[src/rtl/histogram_peak_reader.sv]
// histogram_peak_reader
// ---------------------
// Reads out the x/y projection histograms after the filter finishes, keeps
// the peak bin (lowest index on ties) and optional bin-count totals per
// axis, clears the histogram, then offers the result downstream.
//
// Optional feature macro: HIST_TOTAL_EN builds the xTotal/yTotal
// accumulators; without it both outputs are tied to 0.
//
// Ports
//   clk, reset          clock (rising edge), asynchronous active-low reset
//   filterDone          start pulse, honoured only in IDLE
//   readHistogram       one-cycle readout request (REQUEST state)
//   clearHistogram      one-cycle clear request (CLEAR state)
//   x/yHistogramOut     bin counts, qualified by x/yValid
//   x/yValid            one bin per high cycle, bin 0 first
//   histogramClear      clear-complete acknowledge (level or pulse)
//   x/yPeakIndex/Count  peak bin and its count
//   x/yTotal            sum of accepted bin counts (0 without HIST_TOTAL_EN)
//   resultValid         result offered; outputs frozen while high
//   resultAck           consumer accepts the result
//   clearError          sticky: clear acknowledge timed out
//   busy                high in every state except IDLE
//   dbg_state           current FSM state, for observation
//
// Handshake: resultValid is high exactly in DONE and the result registers do
// not change there; resultAck is only looked at in DONE, and an ack sampled
// on an edge returns the block to IDLE for the following cycle. Acking in
// the same cycle resultValid rises is allowed.
module histogram_peak_reader #(
  parameter int NUM_BINS      = 256,
  parameter int CLEAR_TIMEOUT = 1023
) (
  input  logic        clk,
  input  logic        reset,
  input  logic        filterDone,
  output logic        readHistogram,
  output logic        clearHistogram,
  input  logic [7:0]  xHistogramOut,
  input  logic [7:0]  yHistogramOut,
  input  logic        xValid,
  input  logic        yValid,
  input  logic        histogramClear,
  output logic [7:0]  xPeakIndex,
  output logic [7:0]  yPeakIndex,
  output logic [7:0]  xPeakCount,
  output logic [7:0]  yPeakCount,
  output logic [15:0] xTotal,
  output logic [15:0] yTotal,
  output logic        resultValid,
  input  logic        resultAck,
  output logic        clearError,
  output logic        busy,
  output logic [2:0]  dbg_state
);

  typedef enum logic [2:0] {
    S_IDLE       = 3'd0,
    S_REQUEST    = 3'd1,
    S_COLLECT    = 3'd2,
    S_CLEAR      = 3'd3,
    S_WAIT_CLEAR = 3'd4,
    S_DONE       = 3'd5
  } state_e;

  localparam logic [8:0]  BINS    = 9'(NUM_BINS);
  localparam logic [15:0] TIMEOUT = 16'(CLEAR_TIMEOUT);

  state_e      state_q, state_d;
  logic [8:0]  x_cnt_q, x_cnt_d, y_cnt_q, y_cnt_d;
  logic [7:0]  x_idx_q, x_idx_d, y_idx_q, y_idx_d;
  logic [7:0]  x_peak_q, x_peak_d, y_peak_q, y_peak_d;
  logic [15:0] tmo_q, tmo_d;
  logic        err_q, err_d;
  logic        x_beat, y_beat;
`ifdef HIST_TOTAL_EN
  logic [15:0] x_tot_q, x_tot_d, y_tot_q, y_tot_d;
`endif

  // A beat counts only while collecting and before the axis has all its
  // bins; the beat counter doubles as the bin index.
  assign x_beat = (state_q == S_COLLECT) && xValid && (x_cnt_q < BINS);
  assign y_beat = (state_q == S_COLLECT) && yValid && (y_cnt_q < BINS);

  always_comb begin
    state_d        = state_q;
    x_cnt_d        = x_cnt_q;
    y_cnt_d        = y_cnt_q;
    x_idx_d        = x_idx_q;
    y_idx_d        = y_idx_q;
    x_peak_d       = x_peak_q;
    y_peak_d       = y_peak_q;
    tmo_d          = tmo_q;
    err_d          = err_q;
    readHistogram  = 1'b0;
    clearHistogram = 1'b0;
`ifdef HIST_TOTAL_EN
    x_tot_d        = x_tot_q;
    y_tot_d        = y_tot_q;
`endif

    case (state_q)
      S_IDLE: begin
        if (filterDone) state_d = S_REQUEST;
      end
      S_REQUEST: begin
        readHistogram = 1'b1;
        x_cnt_d       = '0;
        y_cnt_d       = '0;
        x_idx_d       = '0;
        y_idx_d       = '0;
        x_peak_d      = '0;
        y_peak_d      = '0;
`ifdef HIST_TOTAL_EN
        x_tot_d       = '0;
        y_tot_d       = '0;
`endif
        state_d       = S_COLLECT;
      end
      S_COLLECT: begin
        if ((x_cnt_q == BINS) && (y_cnt_q == BINS)) state_d = S_CLEAR;
      end
      S_CLEAR: begin
        clearHistogram = 1'b1;
        tmo_d          = TIMEOUT;
        state_d        = S_WAIT_CLEAR;
      end
      S_WAIT_CLEAR: begin
        // Timing out when the counter is about to hit zero makes the error
        // and the result appear CLEAR_TIMEOUT+1 cycles after CLEAR.
        if (histogramClear) begin
          state_d = S_DONE;
        end else if (tmo_q <= 16'd1) begin
          err_d   = 1'b1;
          state_d = S_DONE;
        end else begin
          tmo_d = tmo_q - 16'd1;
        end
      end
      S_DONE: begin
        if (resultAck) state_d = S_IDLE;
      end
      default: state_d = S_IDLE;
    endcase

    // Strictly greater keeps the lowest index on ties.
    if (x_beat) begin
      x_cnt_d = x_cnt_q + 9'd1;
      if (xHistogramOut > x_peak_q) begin
        x_peak_d = xHistogramOut;
        x_idx_d  = x_cnt_q[7:0];
      end
`ifdef HIST_TOTAL_EN
      x_tot_d = x_tot_q + 16'(xHistogramOut);
`endif
    end
    if (y_beat) begin
      y_cnt_d = y_cnt_q + 9'd1;
      if (yHistogramOut > y_peak_q) begin
        y_peak_d = yHistogramOut;
        y_idx_d  = y_cnt_q[7:0];
      end
`ifdef HIST_TOTAL_EN
      y_tot_d = y_tot_q + 16'(yHistogramOut);
`endif
    end
  end

  always_ff @(posedge clk or negedge reset) begin
    if (!reset) begin
      state_q  <= S_IDLE;
      x_cnt_q  <= '0;
      y_cnt_q  <= '0;
      x_idx_q  <= '0;
      y_idx_q  <= '0;
      x_peak_q <= '0;
      y_peak_q <= '0;
      tmo_q    <= '0;
      err_q    <= 1'b0;
    end else begin
      state_q  <= state_d;
      x_cnt_q  <= x_cnt_d;
      y_cnt_q  <= y_cnt_d;
      x_idx_q  <= x_idx_d;
      y_idx_q  <= y_idx_d;
      x_peak_q <= x_peak_d;
      y_peak_q <= y_peak_d;
      tmo_q    <= tmo_d;
      err_q    <= err_d;
    end
  end

`ifdef HIST_TOTAL_EN
  always_ff @(posedge clk or negedge reset) begin
    if (!reset) begin
      x_tot_q <= '0;
      y_tot_q <= '0;
    end else begin
      x_tot_q <= x_tot_d;
      y_tot_q <= y_tot_d;
    end
  end
  assign xTotal = x_tot_q;
  assign yTotal = y_tot_q;
`else
  assign xTotal = '0;
  assign yTotal = '0;
`endif

  assign xPeakIndex  = x_idx_q;
  assign yPeakIndex  = y_idx_q;
  assign xPeakCount  = x_peak_q;
  assign yPeakCount  = y_peak_q;
  assign clearError  = err_q;
  assign resultValid = (state_q == S_DONE);
  assign busy        = (state_q != S_IDLE);
  assign dbg_state   = state_q;

endmodule

[config.mk]
export PLATFORM = sky130hd
export DESIGN_NAME = histogram_peak_reader
export DESIGN_NICKNAME = d
export VERILOG_FILES = /design/src/rtl/histogram_peak_reader.sv
export SDC_FILE = /design/constraint.sdc
export NUM_CORES = 1
export LEC_CHECK = 0
export ABC_AREA = 1
export CAP_MARGIN = 20
export CORE_ASPECT_RATIO = 1.25
export CORE_UTILIZATION = 47
export DETAILED_ROUTE_END_ITERATION = 8
export PLACE_DENSITY = 0.77
export SETUP_SLACK_MARGIN = 0.3
export SLEW_MARGIN = 0
export SYNTH_ARGS = -nofsm -noshare
export SYNTH_HDL_FRONTEND = slang
export SYNTH_SLANG_ARGS = --single-unit
[constraint.sdc]
create_clock -name clk -period 1.8 [get_ports clk]
set_clock_uncertainty 0.1 [all_clocks]
set_input_delay 0.18 -clock clk [delete_from_list [all_inputs] [get_ports clk]]
set_output_delay 0.18 -clock clk [all_outputs]
set_load 0.1 [all_outputs]
==> out/metrics.csv <==
stage;metric;value;unit
logic_synthesis;Syn. warnings;0;
logic_synthesis;post-synth cell types;34;
detailed_routing;vias;5006;
detailed_routing;antenna-violating nets left;0;
logic_synthesis;post-synth top area cell;dfrtp_1;
sta;Final Cycle Share;100;%
worst_setup_path;crit-path max FO;5;
sta;Setup WS post-layout;-0.00766;ns
logic_synthesis;Post-synth EDFFs;0;
sta;final hold violation count;0;
final_layout;synthesis-to-finish area growth;61.5;%
power;PD cells;1610;mW/mm^2
outcome;run status;finished with violations;
cts;Worst-Skew Late Latency;0.34;ns
global_routing;gr ovfl total;0;
logic_synthesis;post-synthesis cell count;641;
final_layout;layout cells sized above 1;42.6;%
final_layout;layout net count;813;
floorplanning;Die Area;0.0101;sq mm
floorplanning;num rows;39;
floorplanning;Die Height;112;um
hold_path;Hold Crit Class;in2async;
cts;clk root buf;clkbuf_16;
floorplanning;io pins;95;
worst_setup_path;Critical Path Start Type;flop;
logic_synthesis;syn_area_per_cell;7.12;sq um
power;Power Total;11.8;mW
logic_synthesis;Yosys top cell area share;38.4;%
place;I/O Buffers;62;
cts;Sink Count;70;
worst_setup_path;r2r setup slk;-0.008;ns
detailed_routing;first drt pass iteration count;7;
sta;WHS;0.286;ns
cts;TritonCTS clock tree;yes;
global_routing;first-pass GRT wire length;21300;um
final_layout;diodes inserted;0;
place;hpwl dp;7650;um
logic_synthesis;top post-synthesis cells by count;198 x nand2_1, 89 x inv_1, 72 x nand3_1;
global_routing;vias in the first global route;4695;
worst_setup_path;Arr. time, crit path;1.93;ns
global_routing;total track usage;26.0;%
global_routing;antenna violations before repair;0;
place;gpl congestion;0.851;
cts;number of CTS-inserted buffers;9;
logic_synthesis;Synth async-reset ratio;100;%
logic_synthesis;ranking of synthesized cells by area;dfrtp_1 38%, nand2_1 16%, nand3_1 7.9%, inv_1 7.3%, ha_1 6.0%;
worst_setup_path;Worst setup EP type;flop;
sta;final setup violation count;2;
sta;Final Max Tran Viols;0;
power;Lkg Pwr;3.63;nW
floorplanning;Initial Utilization;49.2;%
logic_synthesis;synthesized cell area;0.00456;sq mm
cts;clk buf depth;2;
sta;Max Fclk;553;MHz
sta;RSZ-0062 raised after global routing;yes;
logic_synthesis;Seq/Total Area, Yosys;38.4;%
worst_setup_path;CP Class;reg2reg;
detailed_routing;Via density;5.59;
detailed_routing;Routed wire per std cell;17.8;um
logic_synthesis;Synth Register Bits;70;
detailed_routing;Routed Wire Length;15900;um
logic_synthesis;Post-synth top flop;dfrtp_1;
detailed_routing;DR iter-0 viols;530;
worst_setup_path;required time of the critical path;1.92;ns
logic_synthesis;leading cell type by number of instances after synthesis;nand2_1;
detailed_routing;DRC Markers;0;
sta;Tmin final;1.81;ns
global_routing;pin count of the biggest net entering global routing;71;
cts;Reg clk slew, reported paths;0.06;ns
outcome;failing checks;negative setup slack;
run;max-cap violations;0;
power;VDD IR max;990;uV
cts;total number of H-tree levels;3;
floorplanning;Core ar.;0.00927;sq mm
floorplanning;Die Width;90.1;um
## metrics by stage
stage	instance area (sq um)	util, %	TNS (ns)	std cells	setup WS (ns)
final	7370	79.5	-0.00929	896	-0.00766
after global routing	7370	79.5	-1.68	896	-0.131
after CTS	6830	73.6	0	889	0.0730
after detailed placement	5690	61.4	-6.21	839	-0.229
after global placement	5690	61.4	-4.49	839	-0.191
after floorplan	4810	-	-9.04	672	-0.213
## kinds of logic after synthesis
group	count (synthesis)	share of synthesized area (%)
other	1	0.0822
AOI/OAI and AO/OA	44	5.16
buffers and inverters	141	15.6
xor gates and xnor gates	4	0.768
DFF	70	38.4
adders and majority gates	22	6.03
and+or+nand+nor	359	34.0
## layout by cell type (no fill, tap or decap), types with 5 or more instances in the layout
| cell | count |
|---|---|
| nand2_1 | 159 |
| inv_1 | 67 |
| dfrtp_1 | 51 |
| buf_4 | 47 |
| nor2_1 | 38 |
| nand3_1 | 35 |
| nand2_2 | 34 |
| nand3_2 | 33 |
| buf_12 | 33 |
| conb_1 | 32 |
| clkdlybuf4s50_1 | 21 |
| nand2_4 | 19 |
| inv_2 | 18 |
| buf_6 | 16 |
| dfrtp_4 | 16 |
| nor2_4 | 13 |
| nor2_2 | 12 |
| ha_4 | 12 |
| o21ai_2 | 10 |
| ha_1 | 10 |
| clkbuf_16 | 10 |
| o21ai_1 | 9 |
| a21oi_1 | 6 |
| buf_8 | 6 |
| nand2_8 | 5 |
| a21oi_2 | 5 |
## critical path: stages, from the launching register on
cell and delay (ns):
dfrtp_1 0.43, nor2_1 0.20, nand2_1 0.14, nor2_2 0.18, nand2_1 0.09, nand2_2 0.10, nand2_4 0.10, clkbuf_16 0.18
o21ai_4 0.07, nand2_1 0.08
## routing by layer
| layer | part of all wire [%] | vias to the layer above | global-route usage, % |
|---|---|---|---|
| met3 | 6.8 | 109 | 4.07 |
| met4 | 5.6 | 0 | 11.3 |
| met2 | 52 | 333 | 48.2 |
| met5 | 0 | - | 0 |
| li1 | - | 2188 | - |
| met1 | 36 | 2376 | 29.3 |
## what timing repair did
item,4_1_cts,5_1_grt
pin swaps,75,40
gates cloned,7,1
hold buffers,1,0
setup buffers,26,6
hold endpoints to repair,70,0
setup endpoints to repair,70,74
resized for setup,125,118
## area by class of cell
class	count	area, sq um
Clock inverter	5	58.8
Clock buffer	11	243
Tap cell	123	154
Fill cell	510	1900
Timing Repair inverter	3	28.8
Sequential cell	70	1820
Timing Repair Buffer	128	1590
Inverter	94	404
Multi-Input combinational cell	462	3080
## flip-flops by register name (all words and copies together) (netlist names)
register	flops
tmo_q	16
x_cnt_q	9
y_cnt_q	9
xPeakCount	8
xPeakIndex	8
yPeakCount	8
yPeakIndex	8
dbg_state	3
clearError	1
## report_power, final
part | internal, mW | total (mW) | switching [mW]
sequential | 1.99 | 2.41 | 0.423
combinational | 2.79 | 7.60 | 4.81
clock | 1.11 | 1.82 | 0.710
## worst paths after layout
path                                       start             to  cells past startpoint
worst max-delay path                    tmo_q[8]       tmo_q[3]                      9
worst min-delay path                       reset   dbg_state[0]                      3
worst max register to register          tmo_q[8]       tmo_q[3]                      9
worst min register to register        clearError     clearError                      1
max in group asynchronous                  reset  xPeakCount[2]                      3
min in group clk                yHistogramOut[0]  yPeakCount[0]                      3
No activity file was read; power rests on OpenSTA's default activity.
